**config.mk**
```make
export PLATFORM = sky130hd
export DESIGN_NAME = traffic_light_ctrl_n
export DESIGN_NICKNAME = d
export VERILOG_FILES = /design/src/rtl/tl_pkg.sv /design/src/rtl/tl_next_dir.sv /design/src/rtl/traffic_light_ctrl_n.sv
export SDC_FILE = /design/constraint.sdc
export NUM_CORES = 1
export LEC_CHECK = 0
export BUFFER_PORTS_ARGS = -buffer_cell sky130_fd_sc_hd__buf_4
export CAP_MARGIN = 5
export CORE_MARGIN = 2
export CORE_UTILIZATION = 48
export CTS_BUF_LIST = sky130_fd_sc_hd__clkbuf_8
export DETAILED_ROUTE_END_ITERATION = 8
export GPL_ROUTABILITY_DRIVEN = 0
export PLACE_DENSITY = 0.74
export RECOVER_POWER = 25
export SKIP_CTS_REPAIR_TIMING = 1
export SYNTH_ARGS = -nofsm -noshare
export SYNTH_HDL_FRONTEND = slang
export SYNTH_SLANG_ARGS = --single-unit
export TNS_END_PERCENT = 30
```
**constraint.sdc**
```tcl
create_clock -name clk -period 1.9 [get_ports clk]
set_input_delay 0.095 -clock clk [delete_from_list [all_inputs] [get_ports clk]]
set_output_delay 0.095 -clock clk [all_outputs]
set_load 0.02 [all_outputs]
```
**src/rtl/tl_pkg.sv**
```systemverilog
// ---------------------------------------------------------------------------
// tl_pkg -- shared definitions for the traffic_light_ctrl_n controller.
//   LIGHT_*  : two-bit lamp codes driven per approach on the lights bus.
//   phase_e  : controller phase, also the encoding of the phase output.
// ---------------------------------------------------------------------------
package tl_pkg;

    localparam logic [1:0] LIGHT_RED    = 2'b00;
    localparam logic [1:0] LIGHT_YELLOW = 2'b01;
    localparam logic [1:0] LIGHT_GREEN  = 2'b10;

    typedef enum logic [1:0] {
        PH_ALL_RED = 2'b00,
        PH_YELLOW  = 2'b01,
        PH_GREEN   = 2'b10
    } phase_e;

endpackage : tl_pkg

```
**src/rtl/tl_next_dir.sv**
```systemverilog
// ---------------------------------------------------------------------------
// tl_next_dir -- combinational round-robin demand search.
//   Looks at cur_dir+1, cur_dir+2, ... (mod NUM_DIR) and returns the first
//   approach with demand, never cur_dir itself.
// Ports:
//   cur_dir  in  DIR_W    approach currently served
//   demand   in  NUM_DIR  per-approach vehicle-present flags
//   cand     out DIR_W    first approach with demand after cur_dir
//   found    out 1        cand is valid (some other approach has demand)
// ---------------------------------------------------------------------------
module tl_next_dir
    import tl_pkg::*;
#(
    parameter int NUM_DIR = 4,
    parameter int DIR_W   = $clog2(NUM_DIR)
) (
    input  logic [DIR_W-1:0]   cur_dir,
    input  logic [NUM_DIR-1:0] demand,
    output logic [DIR_W-1:0]   cand,
    output logic               found
);

    always_comb begin
        // NOTE: combinational blocks use blocking assignments, and every
        // output gets a default first so no path leaves it unassigned
        // (which would infer a latch).
        int idx;
        idx   = 0;
        cand  = '0;
        found = 1'b0;
        // Offsets start at 1 and stop before NUM_DIR, so cur_dir is excluded.
        for (int k = 1; k < NUM_DIR; k++) begin
            idx = int'(cur_dir) + k;
            if (idx >= NUM_DIR) begin
                idx = idx - NUM_DIR;
            end
            if (!found && demand[idx[DIR_W-1:0]]) begin
                cand  = idx[DIR_W-1:0];
                found = 1'b1;
            end
        end
    end

endmodule : tl_next_dir

```
**src/rtl/traffic_light_ctrl_n.sv**
```systemverilog
// ---------------------------------------------------------------------------
// traffic_light_ctrl_n -- N-approach traffic light sequencer.
//   Cycles GREEN -> YELLOW -> ALL_RED per approach with programmable
//   durations (in prescaler ticks) and optional demand-driven skipping.
//   At most one approach is ever non-red.
// Optional feature: define TL_PREEMPT_EN to add emergency preemption
//   (preempt_req / preempt_dir ports).
// Ports:
//   clk, rst_n      clock, asynchronous active-low reset
//   green_len       green duration in ticks (0 behaves as 1)
//   yellow_len      yellow duration in ticks (0 behaves as 1)
//   allred_len      all-red clearance in ticks (0 behaves as 1)
//   skip_en         1 = skip approaches without demand
//   demand          per-approach vehicle-present flags (level)
//   lights          approach i on [2i+1:2i]: 00 red, 01 yellow, 10 green
//   cur_dir         approach currently served
//   phase           00 ALL_RED, 01 YELLOW, 10 GREEN
//   tick            one-cycle prescaler pulse
//   preempt_req     (TL_PREEMPT_EN) preemption request, level
//   preempt_dir     (TL_PREEMPT_EN) approach to preempt to
// ---------------------------------------------------------------------------
module traffic_light_ctrl_n
    import tl_pkg::*;
#(
    parameter int NUM_DIR  = 4,
    parameter int PRESCALE = 1000,
    parameter int CNT_W    = 8,
    parameter int DIR_W    = $clog2(NUM_DIR)
) (
    input  logic                   clk,
    input  logic                   rst_n,
    input  logic [CNT_W-1:0]       green_len,
    input  logic [CNT_W-1:0]       yellow_len,
    input  logic [CNT_W-1:0]       allred_len,
    input  logic                   skip_en,
    input  logic [NUM_DIR-1:0]     demand,
    output logic [2*NUM_DIR-1:0]   lights,
    output logic [DIR_W-1:0]       cur_dir,
    output logic [1:0]             phase,
    output logic                   tick
`ifdef TL_PREEMPT_EN
    ,
    input  logic                   preempt_req,
    input  logic [DIR_W-1:0]       preempt_dir
`endif
);

    localparam int                PS_W     = (PRESCALE > 1) ? $clog2(PRESCALE) : 1;
    localparam logic [PS_W-1:0]   PS_LAST  = PS_W'(PRESCALE - 1);
    localparam logic [DIR_W-1:0]  DIR_LAST = DIR_W'(NUM_DIR - 1);
    localparam logic [CNT_W-1:0]  CNT_ONE  = CNT_W'(1);

    // A programmed length of zero would never reach the expiry value of 1.
    function automatic logic [CNT_W-1:0] entry_len(input logic [CNT_W-1:0] len);
        return (len == '0) ? CNT_ONE : len;
    endfunction

    phase_e                 phase_q, phase_d;
    logic [DIR_W-1:0]       cur_dir_q, cur_dir_d;
    logic [DIR_W-1:0]       next_dir_q, next_dir_d;
    logic [CNT_W-1:0]       timer_q, timer_d;
    logic [2*NUM_DIR-1:0]   lights_q, lights_d;
    logic [PS_W-1:0]        presc_q, presc_d;
    logic                   tick_q, tick_d;

    logic                   expire;
    logic [DIR_W-1:0]       rr_next;
    logic [DIR_W-1:0]       cand;
    logic                   found;

    // Preemption hooks; tied off when the feature is compiled out so the
    // state machine below is identical in both builds.
    logic                   preempt_hold;
    logic                   preempt_go;
    logic                   ovr_valid;
    logic [DIR_W-1:0]       ovr_dir;

`ifdef TL_PREEMPT_EN
    logic preempt_q, preempt_d;

    assign preempt_d    = preempt_req;
    assign preempt_hold = preempt_req && (preempt_dir == cur_dir_q);
    assign preempt_go   = preempt_req && !preempt_q && (preempt_dir != cur_dir_q);
    assign ovr_valid    = preempt_req;
    assign ovr_dir      = preempt_dir;

    always_ff @(posedge clk or negedge rst_n) begin
        if (!rst_n) begin
            preempt_q <= 1'b0;
        end else begin
            preempt_q <= preempt_d;
        end
    end
`else
    assign preempt_hold = 1'b0;
    assign preempt_go   = 1'b0;
    assign ovr_valid    = 1'b0;
    assign ovr_dir      = '0;
`endif

    tl_next_dir #(
        .NUM_DIR (NUM_DIR),
        .DIR_W   (DIR_W)
    ) u_next_dir (
        .cur_dir (cur_dir_q),
        .demand  (demand),
        .cand    (cand),
        .found   (found)
    );

    // Prescaler: tick_q is high exactly while presc_q sits at PRESCALE-1.
    assign presc_d = (presc_q == PS_LAST) ? '0 : presc_q + 1'b1;
    assign tick_d  = (presc_d == PS_LAST);

    // Explicit wrap keeps non-power-of-two NUM_DIR correct.
    assign rr_next = (cur_dir_q == DIR_LAST) ? '0 : cur_dir_q + 1'b1;
    assign expire  = tick_q && (timer_q == CNT_ONE);

    always_comb begin
        phase_d    = phase_q;
        cur_dir_d  = cur_dir_q;
        next_dir_d = next_dir_q;
        timer_d    = timer_q;
        lights_d   = '0;

        if (tick_q) begin
            timer_d = timer_q - 1'b1;
        end

        case (phase_q)
            PH_ALL_RED: begin
                if (ovr_valid) begin
                    next_dir_d = ovr_dir;
                end
                if (expire) begin
                    phase_d   = PH_GREEN;
                    cur_dir_d = ovr_valid ? ovr_dir : next_dir_q;
                    timer_d   = entry_len(green_len);
                end
            end
            PH_GREEN: begin
                if (preempt_hold) begin
                    timer_d = timer_q;
                end else if (preempt_go) begin
                    phase_d    = PH_YELLOW;
                    next_dir_d = ovr_dir;
                    timer_d    = entry_len(yellow_len);
                end else if (expire) begin
                    if (!skip_en) begin
                        phase_d    = PH_YELLOW;
                        next_dir_d = rr_next;
                        timer_d    = entry_len(yellow_len);
                    end else if (found) begin
                        phase_d    = PH_YELLOW;
                        next_dir_d = cand;
                        timer_d    = entry_len(yellow_len);
                    end else begin
                        // Nobody else waiting: extend this green.
                        timer_d = entry_len(green_len);
                    end
                end
            end
            PH_YELLOW: begin
                if (ovr_valid) begin
                    next_dir_d = ovr_dir;
                end
                if (expire) begin
                    phase_d = PH_ALL_RED;
                    timer_d = entry_len(allred_len);
                end
            end
            default: begin
                phase_d = PH_ALL_RED;
                timer_d = CNT_ONE;
            end
        endcase

        // Lamps are decoded from the next state so they register together
        // with phase and cur_dir.
        for (int i = 0; i < NUM_DIR; i++) begin
            if (cur_dir_d == DIR_W'(i)) begin
                if (phase_d == PH_GREEN) begin
                    lights_d[2*i +: 2] = LIGHT_GREEN;
                end else if (phase_d == PH_YELLOW) begin
                    lights_d[2*i +: 2] = LIGHT_YELLOW;
                end
            end
        end
    end

    always_ff @(posedge clk or negedge rst_n) begin
        // NOTE: sequential state uses non-blocking assignments so every
        // flop samples the pre-edge values of the others.
        if (!rst_n) begin
            phase_q    <= PH_ALL_RED;
            cur_dir_q  <= '0;
            next_dir_q <= '0;
            timer_q    <= CNT_ONE;
            lights_q   <= '0;
            presc_q    <= '0;
            tick_q     <= 1'b0;
        end else begin
            phase_q    <= phase_d;
            cur_dir_q  <= cur_dir_d;
            next_dir_q <= next_dir_d;
            timer_q    <= timer_d;
            lights_q   <= lights_d;
            presc_q    <= presc_d;
            tick_q     <= tick_d;
        end
    end

    assign lights  = lights_q;
    assign cur_dir = cur_dir_q;
    assign phase   = phase_q;
    assign tick    = tick_q;

endmodule : traffic_light_ctrl_n

```
==> metrics.txt <==
clock tree from TritonCTS=built; endpoint of the worst hold-timing path=timer_q[6]; fraction of registers with async set/reset=1.00; Net Count, Synth=258; prevailing post-synth register cell=dfrtp_1; worst clock skew=0.00343 ns; total of max-cap violations=0; Hold Startpoint=green_len[6]; failing checks=negative setup slack; Worst-Margin Slew=0.794 ns; dominant cell by count in the synthesized netlist=dfrtp_1; worst hold slack=0.129 ns; DRT Wirelength=5.33 mm; Hold Vio Cnt, Final=0; average routed wire per standard cell=15.4 um; Via-to-Cell Ratio=5.71; clock-pin slew on the worst setup and hold paths=0.07 ns; Post-synth EDFFs=0; Post-DP HPWL=3.86 mm; flip-flop and latch count after synthesis=33; top cell type's share of synthesized area=0.390; cell count after synthesis=222; sequential cell area fraction in the yosys report=0.403; Post-route DRC=0; capture instance of the worst register-to-register path=lights[5]; area of the die=4820 um^2; biggest area consumer among synthesized cells=dfrtp_1; synthesized cell area=2050 um^2; ANT cells=0; r2r worst-path depth=5; wire length of the first global-routing pass=8.76 mm; final worst path period share=1.01; Synth area leaders=dfrtp_1 (39%), a21oi_1 (4.4%), mux2i_1 (3.9%); Net count, final=331; post-layout instance area=2830 um^2; run status=finished, violations left; RSZ-0062 raised after global routing=true; number of rows in the core area=23; total cell area at the placement stage=2600 um^2; final slew viol count=0; number of nets with antenna violations after detailed routing=0; worst endpoint data arrival time=2.13 ns; Power Dens Cells=480 nW/um^2; DIE WIDTH=69.4 um; setup slack, reg-to-reg=-0.02 ns; iteration count of the initial detailed-routing pass=5; number of buffers inserted by port buffering=43; area growth from synthesis to layout=37.8%; largest net degree at the start of global routing=34; kind of launch point of the worst setup path=flip-flop; total grt overflow=0; Netlist cell types=60; placeable core region=4060 um^2; DRC marker count from the first detailed-route iteration=112; Critical Path Sink Type=flip-flop; launch instance of the worst register-to-register path=cur_dir[1]; count of boundary I/O pins=44; via count=1976; root buffer cell=clkbuf_8; worst supply voltage drop on vdd=0.551 mV; clk buf depth=2; Synthesis Warnings=0; worst hold path cell count=3; Num CTS Buffers=5; Worst Path Max Fanout=5; number of setup violations in the final report=4; clock sink count=33; number of global-route vias before repair=1976; Tot Pwr=1360 uW; Peak Freq=0.521 GHz; relative max-transition margin=0.471; antenna violations before repair=0; Starting Density=0.506; Mean Syn Cell Area=9.25 um^2; required arrival time at the worst endpoint=2.12 ns; critical path class=flip-flop to flip-flop; path class of the lowest-slack min-delay path=input pin to flip-flop; fin worst setup slack=-0.0180 ns; overall track demand over capacity in global routing=0.225; Die Ht=69.4 um; Worst-Skew Late Latency=0.29 ns; leakage component of the power=0.00126 uW; fraction of final layout cells sized beyond drive strength 1=0.368; final critical path time including I/O delays and setup=1.92 ns; most frequent cells after synthesis=dfrtp_1 (32), nor2_1 (19), a21oi_1 (18); number of H-tree levels=2; fillers=296
state kept, by name (all words and copies together), names as in the netlist:
signal      cells
cur_dir         2
lights          8
next_dir_q      2
phase           2
presc_q        10
tick            1
timer_q         8
power breakdown:
group	internal, uW	total (uW)	leakage [uW]	switching (uW)
combinational	69.0	126	0.000793	56.7
sequential	705	706	0.000409	0.897
clock	284	528	0.0000538	244
total	1060	1360	0.00126	301
metal layers:
metal  global-route usage  vias to the layer above  share of wire
met2                0.387                       43           0.51
met5                    0                        -              0
met1                0.280                      961           0.44
met4               0.0566                        0         0.0071
met3               0.0625                        6          0.046
li1                     -                      966              -
critical path: stages (launching register included):
cell     delay, ns
dfrtp_2       0.41
mux2_4        0.30
or4_4         0.46
and3_4        0.21
a211o_4       0.37
nor2_1        0.11
layout by cell type, fill, tap and decap left out, types with 7 or more instances in the layout:
master / count
buf_4: 66
dfrtp_1: 30
nand2_1: 17
nor2_1: 17
a21oi_1: 16
inv_1: 14
mux2i_1: 8
o21ai_0: 8
xor2_1: 7
cell families (layout without fill, tap and decap cells):
| family | Yosys count | in the layout | share of synthesized area |
|---|---|---|---|
| flops | 33 | 33 | 0.403 |
| mux | 12 | 12 | 0.0646 |
| simple gates | 84 | 84 | 0.233 |
| compound gates | 58 | 58 | 0.182 |
| fa+ha+maj | 5 | 5 | 0.0305 |
| xor+xnor | 11 | 11 | 0.0469 |
| buf+inv | 19 | 93 | 0.0402 |
final cells by class:
cell class                      instances  area (um^2)  area share
Multi-Input combinational cell        170         1240       0.440
Sequential cell                        33          830       0.293
Timing Repair Buffer                   72          556       0.196
Clock buffer                            6         82.6      0.0292
Tap cell                               50         62.6      0.0221
Inverter                               13         48.8      0.0172
Clock inverter                          2         7.51     0.00265
worst max-delay path by stage:
stage,end,cells after the start,from,slack (ns)
6_report,lights[5],5,cur_dir[1],-0.02
5_1_grt,lights[7],5,cur_dir[1],-0.06
4_1_cts,timer_q[7],5,timer_q[4],-0.11
3_3_place_gp,timer_q[2],5,timer_q[4],-0.05
2_1_floorplan,next_dir_q[1],7,timer_q[4],-0.08
3_5_place_dp,timer_q[2],5,timer_q[4],-0.07
per-stage QoR:
| stage | setup slack, ns | util | setup TNS, ns | cells |
|---|---|---|---|---|
| global placement | -0.0550 | 0.641 | -0.106 | 334 |
| CTS | -0.113 | 0.663 | -0.509 | 342 |
| finish | -0.0180 | 0.698 | -0.0691 | 346 |
| floorplan | -0.0766 | - | -0.542 | 222 |
| global route | -0.0602 | 0.698 | -0.383 | 346 |
| detailed placement | -0.0674 | 0.641 | -0.200 | 334 |
Note: power is estimated with default switching activity, not from simulation.
